File: config.mk
export PLATFORM = sky130hd
export DESIGN_NAME = cmd_arbiter_flat
export DESIGN_NICKNAME = d
export VERILOG_FILES = /design/src/rtl/cmd_arbiter_if.sv /design/src/rtl/cmd_arbiter.sv /design/src/flat_wrapper.sv
export SDC_FILE = /design/constraint.sdc
export NUM_CORES = 1
export LEC_CHECK = 0
export CORE_MARGIN = 5
export CORE_UTILIZATION = 45
export DETAILED_ROUTE_END_ITERATION = 8
export PLACE_DENSITY = 0.67
export SLEW_MARGIN = 20
export SYNTH_ARGS = -nofsm -noshare
export SYNTH_HDL_FRONTEND = slang
export SYNTH_SLANG_ARGS = --single-unit
File: constraint.sdc
create_clock -name clk_i -period 2.83 [get_ports clk_i]
set_input_delay 0.566 -clock clk_i [delete_from_list [all_inputs] [get_ports clk_i]]
set_output_delay 0.566 -clock clk_i [all_outputs]
set_load 0.05 [all_outputs]
File: src/rtl/cmd_arbiter_if.sv
// Command arbiter bus: requester pulses, error status, engine handshake and
// the arbiter's status/drop/abort outputs.
//   slave  : arbiter side (requests/status in, start/flags/pulses out)
//   master : environment side (drives requests/status, observes outputs)
interface cmd_arbiter_if;
    logic       clk_en_p_i;
    logic       drv_req_i;
    logic       drv_busy_rsp_i;
    logic       cmd12_req_i;
    logic       cmd23_req_i;
    logic       cmd_err_i;
    logic       acmd12_err_i;
    logic       eng_ready_i;
    logic       eng_done_i;
    logic       start_o;
    logic [1:0] sel_o;
    logic       busy_o;
    logic       cmd_inhibit_o;
    logic       dat_busy_o;
    logic       cmd12_not_exec_o;
    logic       not_issued_by_cmd12_o;
    logic       cmd23_drop_o;
    logic       abort_o;

    modport slave (
        input  clk_en_p_i, drv_req_i, drv_busy_rsp_i, cmd12_req_i, cmd23_req_i,
               cmd_err_i, acmd12_err_i, eng_ready_i, eng_done_i,
        output start_o, sel_o, busy_o, cmd_inhibit_o, dat_busy_o,
               cmd12_not_exec_o, not_issued_by_cmd12_o, cmd23_drop_o, abort_o
    );

    modport master (
        output clk_en_p_i, drv_req_i, drv_busy_rsp_i, cmd12_req_i, cmd23_req_i,
               cmd_err_i, acmd12_err_i, eng_ready_i, eng_done_i,
        input  start_o, sel_o, busy_o, cmd_inhibit_o, dat_busy_o,
               cmd12_not_exec_o, not_issued_by_cmd12_o, cmd23_drop_o, abort_o
    );
endinterface

File: src/rtl/cmd_arbiter.sv
// cmd_arbiter: shares the SD command engine between the host driver, auto-CMD12
// and auto-CMD23. Holds one pending flag per requester, grants by fixed priority
// (CMD12 > CMD23 > driver), drops requests gated by sticky error status, issues
// a start handshake aligned to the SD clock enable, owns Command Inhibit (CMD)
// and DAT-busy, and aborts a command with a strobe-counting watchdog.
// Ports:
//   clk_i  : system clock
//   rst_ni : asynchronous active-low reset
//   bus    : cmd_arbiter_if.slave (requests, error status, engine handshake,
//            sel/start/busy, inhibit flags, drop and abort pulses)
// TIMEOUT_STROBES (>= 2): clk_en_p_i strobes allowed in RUN before abort.
module cmd_arbiter #(
    parameter int unsigned TIMEOUT_STROBES = 1024
) (
    input  logic         clk_i,
    input  logic         rst_ni,
    cmd_arbiter_if.slave bus
);

    localparam int unsigned WD_W = $clog2(TIMEOUT_STROBES + 1);

    localparam logic [1:0] SEL_DRV = 2'b00;
    localparam logic [1:0] SEL_C12 = 2'b01;
    localparam logic [1:0] SEL_C23 = 2'b10;

    localparam logic [WD_W-1:0] WD_LAST = WD_W'(TIMEOUT_STROBES - 1);
    localparam logic [WD_W-1:0] WD_MAX  = WD_W'(TIMEOUT_STROBES);

    typedef enum logic [1:0] {
        IDLE  = 2'b00,
        ISSUE = 2'b01,
        RUN   = 2'b10
    } state_t;

    state_t          state;
    logic [WD_W-1:0] wdog;

    logic pend_drv;
    logic pend_c12;
    logic pend_c23;

    logic       start_q;
    logic [1:0] sel_q;
    logic       busy_q;
    logic       inhibit_q;
    logic       dat_busy_q;
    logic       c12_drop_q;
    logic       drv_drop_q;
    logic       c23_drop_q;
    logic       abort_q;

    // Arbitration: only the highest-priority pending requester is evaluated.
    logic       arb_en;
    logic       win_c12;
    logic       win_c23;
    logic       win_drv;
    logic       drop_c12;
    logic       drop_c23;
    logic       drop_drv;
    logic       grant;
    logic [1:0] win_sel;

    assign arb_en   = (state == IDLE) && bus.eng_ready_i;
    assign win_c12  = arb_en && pend_c12;
    assign win_c23  = arb_en && !pend_c12 && pend_c23;
    assign win_drv  = arb_en && !pend_c12 && !pend_c23 && pend_drv;
    assign drop_c12 = win_c12 && bus.cmd_err_i;
    assign drop_c23 = win_c23 && bus.cmd_err_i;
    assign drop_drv = win_drv && bus.acmd12_err_i;
    assign grant    = (win_c12 && !bus.cmd_err_i) || (win_c23 && !bus.cmd_err_i) ||
                      (win_drv && !bus.acmd12_err_i);
    assign win_sel  = win_c12 ? SEL_C12 : (win_c23 ? SEL_C23 : SEL_DRV);

    // A request for an already pending source, or for the command in flight, is ignored.
    logic active;
    logic take_drv;
    logic take_c12;
    logic take_c23;

    assign active   = (state != IDLE);
    assign take_drv = bus.drv_req_i   && !pend_drv && !(active && sel_q == SEL_DRV);
    assign take_c12 = bus.cmd12_req_i && !pend_c12 && !(active && sel_q == SEL_C12);
    assign take_c23 = bus.cmd23_req_i && !pend_c23 && !(active && sel_q == SEL_C23);

    // Watchdog expiry: this strobe would be the TIMEOUT_STROBES-th one in RUN.
    logic wd_hit;
    logic run_done;
    logic run_abort;
    logic flags_clr;

    assign wd_hit    = bus.clk_en_p_i && (wdog >= WD_LAST);
    assign run_done  = (state == RUN) && bus.eng_done_i;
    assign run_abort = (state == RUN) && !bus.eng_done_i && wd_hit;
    assign flags_clr = ((run_done || run_abort) && (sel_q == SEL_DRV)) || drop_drv;

    // Sequencer, pending flags and registered outputs.
    always_ff @(posedge clk_i or negedge rst_ni) begin
        if (!rst_ni) begin
            state      <= IDLE;
            wdog       <= '0;
            pend_drv   <= 1'b0;
            pend_c12   <= 1'b0;
            pend_c23   <= 1'b0;
            start_q    <= 1'b0;
            sel_q      <= SEL_DRV;
            busy_q     <= 1'b0;
            inhibit_q  <= 1'b0;
            dat_busy_q <= 1'b0;
            c12_drop_q <= 1'b0;
            drv_drop_q <= 1'b0;
            c23_drop_q <= 1'b0;
            abort_q    <= 1'b0;
        end else begin
            c12_drop_q <= drop_c12;
            drv_drop_q <= drop_drv;
            c23_drop_q <= drop_c23;
            abort_q    <= 1'b0;

            // The winner's flag is consumed whether it is granted or dropped.
            pend_drv <= (pend_drv && !win_drv) || take_drv;
            pend_c12 <= (pend_c12 && !win_c12) || take_c12;
            pend_c23 <= (pend_c23 && !win_c23) || take_c23;

            case (state)
                IDLE: begin
                    if (grant) begin
                        state   <= ISSUE;
                        start_q <= 1'b1;
                        busy_q  <= 1'b1;
                        sel_q   <= win_sel;
                    end
                end
                ISSUE: begin
                    // Hold start until the engine samples it on an enable strobe.
                    if (bus.clk_en_p_i) begin
                        state   <= RUN;
                        start_q <= 1'b0;
                        wdog    <= '0;
                    end
                end
                RUN: begin
                    if (bus.eng_done_i) begin
                        state  <= IDLE;
                        busy_q <= 1'b0;
                    end else if (wd_hit) begin
                        state   <= IDLE;
                        busy_q  <= 1'b0;
                        abort_q <= 1'b1;
                    end else if (bus.clk_en_p_i && (wdog != WD_MAX)) begin
                        wdog <= wdog + WD_W'(1);
                    end
                end
                default: begin
                    state   <= IDLE;
                    start_q <= 1'b0;
                    busy_q  <= 1'b0;
                end
            endcase

            // A new driver write takes precedence over a simultaneous clear.
            if (bus.drv_req_i) begin
                inhibit_q <= 1'b1;
            end else if (flags_clr) begin
                inhibit_q <= 1'b0;
            end

            if (bus.drv_req_i && bus.drv_busy_rsp_i) begin
                dat_busy_q <= 1'b1;
            end else if (flags_clr) begin
                dat_busy_q <= 1'b0;
            end
        end
    end

    assign bus.start_o               = start_q;
    assign bus.sel_o                 = sel_q;
    assign bus.busy_o                = busy_q;
    assign bus.cmd_inhibit_o         = inhibit_q;
    assign bus.dat_busy_o            = dat_busy_q;
    assign bus.cmd12_not_exec_o      = c12_drop_q;
    assign bus.not_issued_by_cmd12_o = drv_drop_q;
    assign bus.cmd23_drop_o          = c23_drop_q;
    assign bus.abort_o               = abort_q;

endmodule

File: src/flat_wrapper.sv
// flat-port wrapper written by rule: the top's interface ports become plain ports
module cmd_arbiter_flat 
#(
    parameter int unsigned TIMEOUT_STROBES = 1024
)
  (clk_i, rst_ni, bus_clk_en_p_i, bus_drv_req_i, bus_drv_busy_rsp_i, bus_cmd12_req_i, bus_cmd23_req_i, bus_cmd_err_i, bus_acmd12_err_i, bus_eng_ready_i, bus_eng_done_i, bus_start_o, bus_sel_o, bus_busy_o, bus_cmd_inhibit_o, bus_dat_busy_o, bus_cmd12_not_exec_o, bus_not_issued_by_cmd12_o, bus_cmd23_drop_o, bus_abort_o);
  cmd_arbiter_if bus_i ();
  input  logic clk_i;
  input  logic rst_ni;
  input wire logic [$bits(bus_i.clk_en_p_i)-1:0] bus_clk_en_p_i;
  input wire logic [$bits(bus_i.drv_req_i)-1:0] bus_drv_req_i;
  input wire logic [$bits(bus_i.drv_busy_rsp_i)-1:0] bus_drv_busy_rsp_i;
  input wire logic [$bits(bus_i.cmd12_req_i)-1:0] bus_cmd12_req_i;
  input wire logic [$bits(bus_i.cmd23_req_i)-1:0] bus_cmd23_req_i;
  input wire logic [$bits(bus_i.cmd_err_i)-1:0] bus_cmd_err_i;
  input wire logic [$bits(bus_i.acmd12_err_i)-1:0] bus_acmd12_err_i;
  input wire logic [$bits(bus_i.eng_ready_i)-1:0] bus_eng_ready_i;
  input wire logic [$bits(bus_i.eng_done_i)-1:0] bus_eng_done_i;
  output wire logic [$bits(bus_i.start_o)-1:0] bus_start_o;
  output wire logic [$bits(bus_i.sel_o)-1:0] bus_sel_o;
  output wire logic [$bits(bus_i.busy_o)-1:0] bus_busy_o;
  output wire logic [$bits(bus_i.cmd_inhibit_o)-1:0] bus_cmd_inhibit_o;
  output wire logic [$bits(bus_i.dat_busy_o)-1:0] bus_dat_busy_o;
  output wire logic [$bits(bus_i.cmd12_not_exec_o)-1:0] bus_cmd12_not_exec_o;
  output wire logic [$bits(bus_i.not_issued_by_cmd12_o)-1:0] bus_not_issued_by_cmd12_o;
  output wire logic [$bits(bus_i.cmd23_drop_o)-1:0] bus_cmd23_drop_o;
  output wire logic [$bits(bus_i.abort_o)-1:0] bus_abort_o;
  assign bus_i.clk_en_p_i = bus_clk_en_p_i;
  assign bus_i.drv_req_i = bus_drv_req_i;
  assign bus_i.drv_busy_rsp_i = bus_drv_busy_rsp_i;
  assign bus_i.cmd12_req_i = bus_cmd12_req_i;
  assign bus_i.cmd23_req_i = bus_cmd23_req_i;
  assign bus_i.cmd_err_i = bus_cmd_err_i;
  assign bus_i.acmd12_err_i = bus_acmd12_err_i;
  assign bus_i.eng_ready_i = bus_eng_ready_i;
  assign bus_i.eng_done_i = bus_eng_done_i;
  assign bus_start_o = bus_i.start_o;
  assign bus_sel_o = bus_i.sel_o;
  assign bus_busy_o = bus_i.busy_o;
  assign bus_cmd_inhibit_o = bus_i.cmd_inhibit_o;
  assign bus_dat_busy_o = bus_i.dat_busy_o;
  assign bus_cmd12_not_exec_o = bus_i.cmd12_not_exec_o;
  assign bus_not_issued_by_cmd12_o = bus_i.not_issued_by_cmd12_o;
  assign bus_cmd23_drop_o = bus_i.cmd23_drop_o;
  assign bus_abort_o = bus_i.abort_o;
  cmd_arbiter #(.TIMEOUT_STROBES(TIMEOUT_STROBES)) u_core (.clk_i(clk_i), .rst_ni(rst_ni), .bus(bus_i));
endmodule
# ---- Word-level counts from Yosys, hierarchy flattened
# Index checks and enable logic that the tools add are counted.
dict set report word_totals {
  inputBits 11
  memories 0
  ramBits 0
  regBits 26
  mem_bits_ro 0
  latchBits 0
}
dict set report classes {
  shift 0
  n_reduce_logical 61
  addsub 1
  n_mux 24
  div 0
  bitwise 2
  magnitude_cmp 1
  multipliers 0
  n_eq_ne 11
}
# operator count
set op_table {}
lappend op_table {{11-bit 2-to-1 mux} 4}
lappend op_table {{1-bit logical AND} 31}
lappend op_table {{11-bit one-hot mux with 2 select lines} 1}
lappend op_table {{1-bit zero test} 12}
lappend op_table {{2-bit 2-to-1 mux} 6}
lappend op_table {{11-bit by 1-bit adder with 11-bit output (second input constant)} 1}
lappend op_table {{11-bit by 10-bit greater-or-equal comparator with 1-bit output (second input constant)} 1}
lappend op_table {{11-bit inequality test (second input constant)} 1}
lappend op_table {{1-bit 2-to-1 mux} 10}
lappend op_table {{3-bit AND reduction} 3}
lappend op_table {{2-bit inequality test (second input constant)} 4}
lappend op_table {{2-bit nonzero test} 4}
lappend op_table {{1-bit logical OR} 7}
lappend op_table {{1-bit one-hot mux with 3 select lines} 2}
lappend op_table {{2-bit one-hot mux with 3 select lines} 1}
lappend op_table {{5-bit AND reduction} 1}
lappend op_table {{2-bit by 1-bit equality test with 1-bit output (second input constant)} 2}
lappend op_table {{2-bit equality test (second input constant)} 2}
lappend op_table {{2-bit zero test} 2}
lappend op_table {{3-bit by 2-bit inequality test with 1-bit output (second input constant)} 1}
lappend op_table {{2-bit by 1-bit inequality test with 1-bit output (second input constant)} 1}
lappend op_table {{1-bit NOT} 2}
lappend op_table {{2-bit AND reduction} 1}

# ---- Logic depth before layout (Yosys ltp)
dict set report depth {
  ltp_word 9
  ltp_mapped 6
}

# ---- Worst setup path after synthesis
# OpenSTA, ideal clock, no wires.
dict set report synth_path {
  path_type {input port to flip-flop}
  from {input port bus_eng_done_i}
  to {register u_core.wdog[6]}
  n_path_buf 0
  cell_stages 4
  setup_slack_ns 0.997
  arrival_time_ns 1.755
  cell_sequence {nand4bb_2 or3_4 or4_1 a21oi_1}
}
dict set report synth_via {
  elab_chain_cells 2
}
# item line
set synth_lines {}
lappend synth_lines {{start: declaration} flat_wrapper.sv:18} ;# input wire logic [$bits(bus_i.eng_done_i)-1:0] bus_eng_done_i;
lappend synth_lines {{2-bit inequality test (no source line)} --}
lappend synth_lines {{5-bit AND reduction (no source line)} --}
lappend synth_lines {{end signal: assignment} cmd_arbiter.sv:150} ;# wdog <= wdog + WD_W'(1);
lappend synth_lines {{end: declaration} cmd_arbiter.sv:36} ;# logic [WD_W-1:0] wdog;
# Every way passes these cells.
# A chain may end at the register's enable or synchronous reset.

# ---- Worst setup path in the final report
dict set report layout_path {
  from {register u_core.sel_q[0] (netlist: u_core.bus.sel_o[0])}
  to {output port bus_sel_o[0]}
}
# item line
set layout_lines {}
lappend layout_lines {{start: declaration} cmd_arbiter.sv:43} ;# logic [1:0] sel_q;
lappend layout_lines {{start signal: assignment} cmd_arbiter.sv:130} ;# sel_q <= win_sel;
lappend layout_lines {{end: declaration} flat_wrapper.sv:20} ;# output wire logic [$bits(bus_i.sel_o)-1:0] bus_sel_o;
# No word-level cell between the ends.

==> run_results.csv <==
group,metric,value,unit
sta,fin_skew,3.796,ps
synthesis,yosysSeqAreaShare,50.68,%
status,outcome,"finished clean",
sta,slew_violations,0,
sta,finalCriticalPeriod,2156,ps
setup_path,crit_path_start_kind,"flop",
setup_path,worstRegToRegCells,4,
clocking,insertion_delay,310,ps
detailed_routing,wl,2.609,mm
global_routing,top_usage_layer,"met2",
clocking,cts_hold_buf,0,
detailed_routing,ant_nets,0,
global_routing,first_global_vias,1066,
setup_path,worst_r2r_endpoint,"u_core.wdog[6]",
synthesis,ys.flop_type,"dfrtp_1",
power,p_leak,0.0006763,µW
global_routing,grt.overflow.total,0,
setup_path,r2r-start,"u_core.state[0]",
sta,hold_viol,0,
setup_path,crit_end,"bus_sel_o[0]",
setup_path,crit_chain,"clkdlybuf4s50_1",
final_layout,area_delta_synth_final,20.66,%
global_routing,grtUsageMet1,20.52,%
power,ir_worst_vdd,0.6863,mV
clocking,cts_max_level,1,
global_routing,antenna_found_initial,0,
final_layout,n_antenna_cell,0,
place,portBuffers,20,
clocking,cts_tree,"done",
setup_path,cp-startpoint,"u_core.bus.sel_o[0]",
final_layout,drive_above_1_share,5.195,%
floorplan,rows,19,
setup_path,required,2260,ps
synthesis,synth-seq-cells,26,
sta,fmax,0.4638,GHz
synthesis,syn_nets,145,
setup_path,crit_cells,1,
synthesis,synth-edff-count,0,
detailed_routing,dr.pass1.iters,4,
global_routing,grtUsageTotal,14.77,%
setup_path,rrSetupSlack,970,ps
floorplan,num_io_pins,21,
sta,rsz0062_at_grt,"false",
clocking,root_buffer,"clkbuf_4",
floorplan,start_util,46.96,%
final_layout,layout_commonest_cell,"dfrtp_1",
sta,slew_headroom,59.23,%
power,p_per_area,774.0,nW/µm²
floorplan,core,2734,µm²
synthesis,synth.avg_cell_area,9.725,µm²
clocking,clock_sinks,26,
clocking,cts_made_buffers,3,
floorplan,die_w,63.41,µm
sta,min_period_over_period,76.19,%
synthesis,synthArstFlopShare,100.0,%
final_layout,fin_util,56.66,%
detailed_routing,drc,0,
setup_path,max_stage_delay,840,ps
clocking,postCtsSetupBuffers,0,
detailed_routing,wire_per_inst,14.10,µm
floorplan,fp.dieH,63.41,µm
final_layout,fin_nets,169,
global_routing,grt_pass1_wl,4.878,mm
detailed_routing,drtIter0Drc,52,
floorplan,fp.dieArea,4021,µm²
place,place.gp.congestion,0.9008,
setup_path,critPathBufInv,1,
synthesis,ys_types,38,
min_path,min_path_type,"flop to flop",
global_routing,use_met2,21.95,%
clocking,clk_pin_slew,130,ps
clocking,clockBufferDepth,2,
setup_path,cp_max_fo,6,
detailed_routing,num_vias,1067,
setup_path,worstPathArrival,1590,ps
sta,worstMarginPinSlew,605.2,ps
final_layout,n_fill_cell,248,
synthesis,yosys_warnings,0,
sta,setup_viol,0,
setup_path,crit_type,"flop to output pin",
place,hpwl,1.955,mm
run,maxCapViolations,0,
clocking,cts_resized,0,
global_routing,grtUsageMet3,4.085,%
synthesis,syn_inst,132,
detailed_routing,viasPerCell,5.768,
synthesis,netlist_area,1284,µm²
global_routing,grt_max_degree,27,
setup_path,endpoint_kind,"output pin",
setup_path,crit_slowest_cell,"clkdlybuf4s50_1",
setup_path,crit_family,"buffers and inverters",
final_layout,layout_common_cells,"dfrtp_1 (26), clkdlybuf4s50_1 (20), nand2_1 (18)",
sta,setup_tns,0,ps
## routing by layer
layer  routed length [µm]  part of all wire, %  vias to the layer above
li1                     -                    -                      531
met1                 1279                   49                      516
met2                 1200                   46                       18
met3                  110                  4.2                        2
met4                   19                 0.73                        0
met5                    0                    0                        -
## state kept, by name, summed over array words and instances, names as in the netlist
name and cells:
u_core.wdog 11, u_core.bus.sel_o 2, u_core.state 2, u_core.bus.abort_o 1, u_core.bus.busy_o 1, u_core.bus.cmd12_not_exec_o 1
u_core.bus.cmd23_drop_o 1, u_core.bus.cmd_inhibit_o 1, u_core.bus.dat_busy_o 1, u_core.bus.not_issued_by_cmd12_o 1, u_core.bus.start_o 1, u_core.pend_c12 1
u_core.pend_c23 1, u_core.pend_drv 1
## logic make-up (layout without fill, tap and decap cells)
group                    after synthesis  count (layout)  synth area share (%)
AND/OR/NAND/NOR                       54              54                 23.98
AO/OA/AOI/OAI                         37              37                 18.23
flip-flops                            26              26                 50.68
buffers and inverters                 10              32                 2.924
adder cells (fa/ha/maj)                2               2                 1.949
multiplexers                           2               2                 1.560
XOR/XNOR                               1               1                0.6824
## metrics by stage
step	cells	power [µW]	area [µm²]	hold WS, ps	worst slack (ps)
final	185	1199	1549	498.4	673.9
after global routing	185	1293	1549	544.2	585.2
after CTS	185	1211	1549	507.3	662.2
after detailed placement	182	1058	1526	473.3	429.0
after global placement	182	1049	1526	464.5	453.2
after floorplan	132	879.8	1284	270.4	997.2
## how the worst min path moves through the flow
stage	startpoint	end	slack, ps	cells after the start
2_1_floorplan	rst_ni	u_core.bus.abort_o	270	0
3_3_place_gp	u_core.bus.start_o	u_core.bus.start_o	460	2
3_5_place_dp	u_core.bus.start_o	u_core.bus.start_o	470	2
4_1_cts	u_core.bus.start_o	u_core.bus.start_o	510	2
5_1_grt	u_core.bus.start_o	u_core.bus.start_o	540	2
6_report	u_core.bus.start_o	u_core.bus.start_o	500	2
## worst register-to-register path, delay by kind of cell, from the launching register on
kind            cells  cell delay, ps
compound gates      1             150
flops               1             500
simple gates        3            1160
## final cells by class
class	instances	area, µm²	area share, %
repair buffers	22	215.2	13.89
clock buffers	3	22.52	1.454
well taps	31	38.79	2.504
flip-flops and latches	26	650.6	42.00
inverters	7	26.28	1.696
multi-input cells	96	595.6	38.45
## power breakdown
| part | internal [µW] | switching, µW |
|---|---|---|
| logic | 186 | 297 |
| registers | 455 | 107 |
| clock network | 49.7 | 104 |
| total | 691 | 508 |
## synthesized netlist by cell type (2+ instances only)
master    instances  area (µm²)
o211ai_1          2       15.01
a21oi_1           8       40.04
nand2b_1          3       18.77
inv_1             7       26.28
ha_1              2       25.02
dfrtp_1          26       650.6
o31ai_1           2       15.01
nand4b_1          2       17.52
nand3_1           3       15.01
clkbuf_1          3       11.26
nand4_1           2       12.51
nor2_1            7       26.28
o21ai_0          13       65.06
nor4b_1           2       17.52
nand3b_1          2       15.01
and2_1            2       12.51
or4_1             3       22.52
and3_1            3       18.77
mux2i_1           2       20.02
o311ai_0          3       26.28
nand2_1          18       67.56
(Power assumes the default switching activity.)
